<file path="config.mk">
export PLATFORM = sky130hd
export DESIGN_NAME = div_flat
export DESIGN_NICKNAME = d
export VERILOG_FILES = /design/src/rtl/div_if.sv /design/src/rtl/div.sv /design/src/flat_wrapper.sv
export SDC_FILE = /design/constraint.sdc
export NUM_CORES = 1
export LEC_CHECK = 0
export CAP_MARGIN = 20
export CORE_MARGIN = 2
export CORE_UTILIZATION = 40
export DETAILED_ROUTE_END_ITERATION = 16
export HOLD_SLACK_MARGIN = 0.1
export PLACE_DENSITY = 0.68
export SLEW_MARGIN = 30
export SYNTH_ARGS = -nofsm -noshare
export SYNTH_HDL_FRONTEND = slang
export SYNTH_SLANG_ARGS = --single-unit
</file>
<file path="constraint.sdc">
create_clock -name clk -period 10.7 [get_ports clk]
set_input_delay 2.14 -clock clk [delete_from_list [all_inputs] [get_ports clk]]
set_output_delay 2.14 -clock clk [all_outputs]
set_load 0.02 [all_outputs]
</file>
<file path="src/rtl/div_if.sv">
// div_if: handshake/bus bundle between the EX stage and the divider.
//   master : EX side. Drives signed_div_i, opdata1_i, opdata2_i, start_i, annul_i.
//   slave  : divider side. Drives result_o ({remainder, quotient}) and ready_o.
// Optional macro DIV_ZERO_FLAG_EN adds divzero_o (divider -> EX).
interface div_if #(
  parameter int DATA_W = 32
);
  logic                  signed_div_i;
  logic [DATA_W-1:0]     opdata1_i;
  logic [DATA_W-1:0]     opdata2_i;
  logic                  start_i;
  logic                  annul_i;
  logic [2*DATA_W-1:0]   result_o;
  logic                  ready_o;
`ifdef DIV_ZERO_FLAG_EN
  logic                  divzero_o;
`endif

  modport master (
    output signed_div_i, opdata1_i, opdata2_i, start_i, annul_i,
`ifdef DIV_ZERO_FLAG_EN
    input  divzero_o,
`endif
    input  result_o, ready_o
  );

  modport slave (
    input  signed_div_i, opdata1_i, opdata2_i, start_i, annul_i,
`ifdef DIV_ZERO_FLAG_EN
    output divzero_o,
`endif
    output result_o, ready_o
  );
endinterface

</file>
<file path="src/rtl/div.sv">
// div: multi-cycle radix-2 restoring divider for DIV/DIVU (one quotient bit
// per clock). Signed operands are divided as magnitudes and the signs are
// restored once the last iteration is done.
// Ports:
//   clk  - clock, rising edge
//   rst  - synchronous active-high reset
//   bus  - div_if.slave: signed_div_i, opdata1_i (dividend), opdata2_i
//          (divisor), start_i (level-held request), annul_i (flush),
//          result_o = {remainder, quotient}, ready_o (result valid)
// Optional macro DIV_ZERO_FLAG_EN: adds bus.divzero_o, raised with ready_o
// when the completed request had a zero divisor.
module div #(
  parameter int DATA_W = 32,
  parameter int CNT_W  = 6
) (
  input logic  clk,
  input logic  rst,
  div_if.slave bus
);

  typedef enum logic [1:0] {DivFree, DivByZero, DivOn, DivEnd} state_e;

  state_e                state_q, state_d;
  logic [CNT_W-1:0]      cnt_q, cnt_d;
  logic [DATA_W-1:0]     rem_q, rem_d;       // partial remainder
  logic [DATA_W-1:0]     quo_q, quo_d;       // dividend shifting out, quotient shifting in
  logic [DATA_W-1:0]     dsr_q, dsr_d;       // divisor magnitude
  logic                  neg_quo_q, neg_quo_d;
  logic                  neg_rem_q, neg_rem_d;
  logic [2*DATA_W-1:0]   result_q, result_d;
  logic                  ready_q, ready_d;
`ifdef DIV_ZERO_FLAG_EN
  logic                  zero_pend_q, zero_pend_d;
  logic                  divzero_q, divzero_d;
`endif

  logic                  op1_neg, op2_neg;
  logic [DATA_W-1:0]     op1_abs, op2_abs;
  logic [DATA_W:0]       shifted;
  logic [DATA_W:0]       diff;
  logic [DATA_W-1:0]     quo_fix, rem_fix;

  assign op1_neg = bus.signed_div_i & bus.opdata1_i[DATA_W-1];
  assign op2_neg = bus.signed_div_i & bus.opdata2_i[DATA_W-1];
  assign op1_abs = op1_neg ? (~bus.opdata1_i + 1'b1) : bus.opdata1_i;
  assign op2_abs = op2_neg ? (~bus.opdata2_i + 1'b1) : bus.opdata2_i;

  // The remainder stays below the divisor, so the shifted value is below
  // twice the divisor and bit DATA_W of the difference is a true borrow.
  assign shifted = {rem_q, quo_q[DATA_W-1]};
  assign diff    = shifted - {1'b0, dsr_q};

  // 0x80000000 / -1 lands here as magnitude 0x80000000, whose negation is
  // itself, so the overflow case needs no special handling.
  assign quo_fix = neg_quo_q ? (~quo_q + 1'b1) : quo_q;
  assign rem_fix = neg_rem_q ? (~rem_q + 1'b1) : rem_q;

  always_ff @(posedge clk) begin
    if (rst) begin
      state_q     <= DivFree;
      cnt_q       <= '0;
      rem_q       <= '0;
      quo_q       <= '0;
      dsr_q       <= '0;
      neg_quo_q   <= 1'b0;
      neg_rem_q   <= 1'b0;
      result_q    <= '0;
      ready_q     <= 1'b0;
`ifdef DIV_ZERO_FLAG_EN
      zero_pend_q <= 1'b0;
      divzero_q   <= 1'b0;
`endif
    end else begin
      state_q     <= state_d;
      cnt_q       <= cnt_d;
      rem_q       <= rem_d;
      quo_q       <= quo_d;
      dsr_q       <= dsr_d;
      neg_quo_q   <= neg_quo_d;
      neg_rem_q   <= neg_rem_d;
      result_q    <= result_d;
      ready_q     <= ready_d;
`ifdef DIV_ZERO_FLAG_EN
      zero_pend_q <= zero_pend_d;
      divzero_q   <= divzero_d;
`endif
    end
  end

  always_comb begin
    state_d     = state_q;
    cnt_d       = cnt_q;
    rem_d       = rem_q;
    quo_d       = quo_q;
    dsr_d       = dsr_q;
    neg_quo_d   = neg_quo_q;
    neg_rem_d   = neg_rem_q;
    result_d    = result_q;
    ready_d     = ready_q;
`ifdef DIV_ZERO_FLAG_EN
    zero_pend_d = zero_pend_q;
    divzero_d   = divzero_q;
`endif

    case (state_q)
      DivFree: begin
        // annul wins over start: a flush cycle never launches a division.
        if (bus.start_i && !bus.annul_i) begin
          if (bus.opdata2_i == '0) begin
            state_d = DivByZero;
`ifdef DIV_ZERO_FLAG_EN
            zero_pend_d = 1'b1;
`endif
          end else begin
            state_d   = DivOn;
            cnt_d     = '0;
            rem_d     = '0;
            quo_d     = op1_abs;
            dsr_d     = op2_abs;
            neg_quo_d = op1_neg ^ op2_neg;
            neg_rem_d = op1_neg;
`ifdef DIV_ZERO_FLAG_EN
            zero_pend_d = 1'b0;
`endif
          end
        end
      end

      DivByZero: begin
        state_d  = DivEnd;
        result_d = '0;
      end

      DivOn: begin
        if (bus.annul_i) begin
          state_d = DivFree;
          cnt_d   = '0;
        end else if (cnt_q == CNT_W'(DATA_W)) begin
          result_d = {rem_fix, quo_fix};
          ready_d  = 1'b1;
          state_d  = DivEnd;
          cnt_d    = '0;
        end else begin
          if (!diff[DATA_W]) begin
            rem_d = diff[DATA_W-1:0];
            quo_d = {quo_q[DATA_W-2:0], 1'b1};
          end else begin
            rem_d = shifted[DATA_W-1:0];
            quo_d = {quo_q[DATA_W-2:0], 1'b0};
          end
          cnt_d = cnt_q + CNT_W'(1);
        end
      end

      DivEnd: begin
        if (!bus.start_i) begin
          state_d  = DivFree;
          ready_d  = 1'b0;
          result_d = '0;
`ifdef DIV_ZERO_FLAG_EN
          divzero_d   = 1'b0;
          zero_pend_d = 1'b0;
`endif
        end else begin
          // Divide-by-zero arrives here with ready still low; raise it now.
          ready_d = 1'b1;
`ifdef DIV_ZERO_FLAG_EN
          divzero_d = zero_pend_q;
`endif
        end
      end

      default: state_d = DivFree;
    endcase
  end

  assign bus.result_o  = result_q;
  assign bus.ready_o   = ready_q;
`ifdef DIV_ZERO_FLAG_EN
  assign bus.divzero_o = divzero_q;
`endif

endmodule

</file>
<file path="src/flat_wrapper.sv">
// flat-port wrapper written by rule: the top's interface ports become plain ports
module div_flat 
#(
  parameter int DATA_W = 32,
  parameter int CNT_W  = 6
)
  (clk, rst, bus_signed_div_i, bus_opdata1_i, bus_opdata2_i, bus_start_i, bus_annul_i, bus_result_o, bus_ready_o);
  div_if #(.DATA_W(DATA_W)) bus_i ();
  input logic clk;
  input logic rst;
  input wire logic [$bits(bus_i.signed_div_i)-1:0] bus_signed_div_i;
  input wire logic [$bits(bus_i.opdata1_i)-1:0] bus_opdata1_i;
  input wire logic [$bits(bus_i.opdata2_i)-1:0] bus_opdata2_i;
  input wire logic [$bits(bus_i.start_i)-1:0] bus_start_i;
  input wire logic [$bits(bus_i.annul_i)-1:0] bus_annul_i;
  output wire logic [$bits(bus_i.result_o)-1:0] bus_result_o;
  output wire logic [$bits(bus_i.ready_o)-1:0] bus_ready_o;
  assign bus_i.signed_div_i = bus_signed_div_i;
  assign bus_i.opdata1_i = bus_opdata1_i;
  assign bus_i.opdata2_i = bus_opdata2_i;
  assign bus_i.start_i = bus_start_i;
  assign bus_i.annul_i = bus_annul_i;
  assign bus_result_o = bus_i.result_o;
  assign bus_ready_o = bus_i.ready_o;
  div #(.DATA_W(DATA_W), .CNT_W(CNT_W)) u_core (.clk(clk), .rst(rst), .bus(bus_i));
endmodule
</file>
* Word-level counts from Yosys, hierarchy flattened
Cells that the tools add are included.
Word-level totals: register bits 171
Cells by class: add/subtract/negate cells 6, equal/unequal tests 11, mux-type cells 35, bitwise logic cells 8, reduce and logical (&&, ||, !) cells 13
Operators by type and width (count):
- 32-bit two-way mux | 13
- 64-bit two-way mux | 3
- 64-bit case mux with 3 select lines | 1
- 32-bit by 1-bit adder with 32-bit output (second input constant) | 4
- 32-bit NOT | 4
- 32-bit case mux with 2 select lines | 2
- 33-bit by 32-bit subtractor with 33-bit output | 1
- 32-bit logical NOT | 1
- 6-bit two-way mux | 4
- 6-bit case mux with 2 select lines | 1
- 3-bit AND reduction | 4
- 2-bit two-way mux | 5
- 2-bit != test (second input constant) | 4
- 2-bit case mux with 4 select lines | 1
- 6-bit by 1-bit adder with 6-bit output (second input constant) | 1
- 6-bit == test (second input constant) | 1
- 5-bit AND reduction | 1
- 2-bit == test (second input constant) | 2
- 1-bit two-way mux | 4
- 2-bit by 1-bit != test with 1-bit output (second input constant) | 2
- 4-bit AND reduction | 1
- 2-bit nonzero test | 2
- 3-bit by 2-bit != test with 1-bit output (second input constant) | 1
- 3-bit nonzero test | 1
- other kinds (8) | 9

* Depth between registers and ports, before layout
depth after elaboration 6, mapped depth 14, mapped depth without buffers 12

* Worst setup path before layout
Ideal clock, no wire load.
kind input-to-reg, start point input bus_opdata2_i[0], end point register u_core.quo_q[22], library setup time 0.128 ns, arrival 5.138 ns, slack 5.435 ns, cell stages on the path 13, path buffers 2, cells stage by stage inv_1 -> ha_1 -> or3b_1 -> or4_1 -> or4_1 -> or4_1 -> clkbuf_1 -> nor4b_1 -> nor2_1 -> buf_2 -> a211oi_1 -> a21oi_1 -> nor2_1
On the way: longest elaborated chain between the ends 3
Ends and longest elaborated chain:
- start, declared | RTL line flat_wrapper.sv:13 | input wire logic [$bits(bus_i.opdata2_i)-1:0] bus_opdata2_i;
- 32-bit logical NOT | RTL line div.sv:109 | if (bus.opdata2_i == '0) begin
- 2-bit != test (no line)
- 5-bit AND reduction (no line)
- end signal, assigned | RTL line div.sv:77 | quo_q <= quo_d;
- end, declared | RTL line div.sv:26 | logic [DATA_W-1:0] quo_q, quo_d;
No other way between the ends. A chain may end at the register's enable or synchronous reset.

* Worst setup path after layout
start point input bus_opdata2_i[0], end point register u_core.rem_q[16]
On the way: longest elaborated chain between the ends 3
Ends and longest elaborated chain:
- 32-bit logical NOT | RTL line div.sv:109
- 2-bit != test (no line)
- 5-bit AND reduction (no line)
- end signal, assigned | RTL line div.sv:76 | rem_q <= rem_d;
- end, declared | RTL line div.sv:25 | logic [DATA_W-1:0] rem_q, rem_d;
No other way between the ends.

==> impl_metrics.toml <==
[status]
status = "completed"

[synthesis]
async_flop_share_pct = 0
yosys_register_bits = 171
synthesis.nets = 1474
synthCells = 1366
ys_top_cells_by_area = "dfxtp_1, xnor2_1, nor2_1"
yosysSeqAreaShare_pct = 31.8
yosys-top-cells-count = "dfxtp_1, nor2_1, nand2_1"
syn_area_mm2 = 0.0108
synthFlopType = "dfxtp_1"
synth_edf_count = 0
yosys_warnings = 0
yosys.cell_count.top_type = "dfxtp_1"
synth_top_area_share_pct = 31.8
synth.avg_cell_area_um2 = 7.89
synthDistinctLibCells = 70
yosysTopAreaCell = "dfxtp_1"

[clocking]
cts_max_path_buffers = 2
cts_resized = 0
clockRootBuffer = "clkbuf_16"
post_cts_buffers = 0
htree_levels = 4
cts_hold_buffers = 0
cts_tree = "yes"
clk_latency_ps = 430
cts.sinks = 171
cts_buffers = 17
clkSlewWorstSetupHoldPaths_ps = 70

[critical_path]
critPathKind = "in -> reg"
endpoint_kind = "register"
r2r_slack_ps = 5960
path_max_fanout = 44
cp.arrival_ps = 7160
startpoint_type = "input port"
cp.required_ps = 11050

[timing]
finalHoldViolCount = 0
skew_ps = 13.7
slew_headroom_pct = 37.6
rsz0062_at_grt = "no"
finalCritPeriodShare_pct = 63.6
min_period_ps = 6800
setup-tns-final_ps = 0
setup_viol = 0
clock.fmax_mhz = 147
worst_slew_pin_slew_ps = 933
slew_violations = 0

[global_routing]
grt_max_degree = 74
antenna_found_initial = 0
grt-busiest-layer = "met2"
overflow = 0
use_met3_pct = 4.47
grtUsageMet1_pct = 28.5
grtUsageTotal_pct = 21.4
grt_pass1_vias = 9515
use_met2_pct = 35.1
grt_pass1_wl_um = 49400

[drt]
antenna_left = 0
postRouteWirelength_um = 30200
firstDrtPassIters = 4
remaining_drc_errors = 0
via_per_inst = 5.63
wl_per_cell_um = 16.8
vias = 10100
drtIter0Drc = 747

[placement]
dpl.hpwl_um = 22100
place_congestion = 0.914
port_buffers = 133

[floorplanning]
start_util_pct = 40.3
rows = 60
io-pin-count = 134
die-width_um = 168
core_mm2 = 0.0267
die_area_mm2 = 0.0283
die_h_um = 168

[layout]
utilization_pct = 48.1
drive_gt1_share_pct = 4.93
layout.nets = 1556
diodes = 0
area_delta_synth_final_pct = 19.4

[hold_path]
hp-class = "reg -> reg"

[power]
powerDensity_mw_per_mm2 = 121
worst_ir_drop_vdd_uv = 93.7
p_leak_nw = 4.94

[job]
drv_cap = 0
## cell type report
| type | instances | area [um2] |
|---|---|---|
| fill | 2596 | 13900 |
| multi-input combinational | 1063 | 6880 |
| sequential | 171 | 3430 |
| timing repair buffer | 141 | 1390 |
| clock buffer | 18 | 429 |
| tap | 341 | 427 |
| inverter | 54 | 203 |
| clock inverter | 14 | 110 |
## cells in the final DEF (no fill, tap or decap), types with 10 or more instances in the layout
cell / netlist / final
dfxtp_1: 171 / 169
nor2_1: 153 / 150
nand2_1: 133 / 132
clkdlybuf4s50_1: 0 / 132
xnor2_1: 108 / 108
a21oi_1: 95 / 94
inv_1: 54 / 54
o21ai_0: 46 / 46
ha_1: 38 / 38
a22oi_1: 37 / 37
a211oi_1: 37 / 37
xor2_1: 35 / 35
nor3_1: 33 / 32
o21ai_1: 32 / 32
o31ai_1: 30 / 30
o211ai_1: 24 / 24
mux2i_1: 22 / 22
or3_1: 20 / 20
a21o_1: 20 / 20
nand3_1: 18 / 18
a22o_1: 17 / 17
clkbuf_16: 0 / 17
or4_1: 15 / 15
o41ai_1: 14 / 14
nor4_1: 11 / 11
nand2b_1: 11 / 10
## state kept, by name, summed over array words and instances, names as in the netlist
name                 cells
u_core.bus.result_o     64
u_core.dsr_q            32
u_core.quo_q            32
u_core.rem_q            32
u_core.cnt_q             6
u_core.state_q           2
u_core.bus.ready_o       1
u_core.neg_quo_q         1
u_core.neg_rem_q         1
## cell families after synthesis
logic type                 after synthesis  synth area share [%]
adders and majority gates               39                  4.60
AOI/OAI and AO/OA                      409                  25.5
and+or+nand+nor                        447                  19.5
buffers and inverters                  132                  4.74
xor gates and xnor gates               143                  11.6
muxes                                   25                  2.36
DFF                                    171                  31.8
## stage by stage
step | cell area [um2] | hold slack, ps | power [W] | setup WS (ps) | std cells
after global placement | 12300 | 447 | 0.000971 | 3500 | 1770
final | 12900 | 467 | 0.00155 | 3900 | 1802
after floorplan | 10800 | 432 | 0.000888 | 5430 | 1366
after global routing | 12900 | 483 | 0.00163 | 3460 | 1802
after detailed placement | 12300 | 454 | 0.000975 | 3460 | 1770
after CTS | 12900 | 463 | 0.00156 | 3910 | 1802
## power breakdown
| part | switching (W) | internal (W) |
|---|---|---|
| Clock | 0.000285 | 0.000303 |
| Sequential | 0.0000221 | 0.000655 |
| Combinational | 0.000165 | 0.000123 |
| Total | 0.000471 | 0.00108 |
## routing by layer
| metal | wire (um) | vias up |
|---|---|---|
| li1 | - | 5081 |
| met1 | 14100 | 4751 |
| met2 | 13700 | 273 |
| met3 | 1660 | 44 |
| met4 | 724 | 0 |
| met5 | 0 | - |
## worst max-delay path: stages
cell	delay (ps)
clkdlybuf4s50_1	450
inv_1	80
ha_1	150
or3b_1	380
or4_1	510
or4_1	630
or4_1	620
nand3_2	610
nand2_1	760
nor2_2	240
buf_4	350
a32oi_1	90
o21ai_1	100
## worst paths after layout
check | from | endpoint | depth (start not counted)
max reg2reg | u_core.rem_q[4]$_SDFFE_PP0P_ | u_core.rem_q[8]$_SDFFE_PP0P_ | 11
min reg2reg | u_core.dsr_q[31]$_SDFFE_PP0P_ | u_core.dsr_q[31]$_SDFFE_PP0P_ | 2
min | u_core.dsr_q[31]$_SDFFE_PP0P_ | u_core.dsr_q[31]$_SDFFE_PP0P_ | 2
max | bus_opdata2_i[0] | u_core.rem_q[16]$_SDFFE_PP0P_ | 13
No activity file was read; power rests on OpenSTA's default activity.
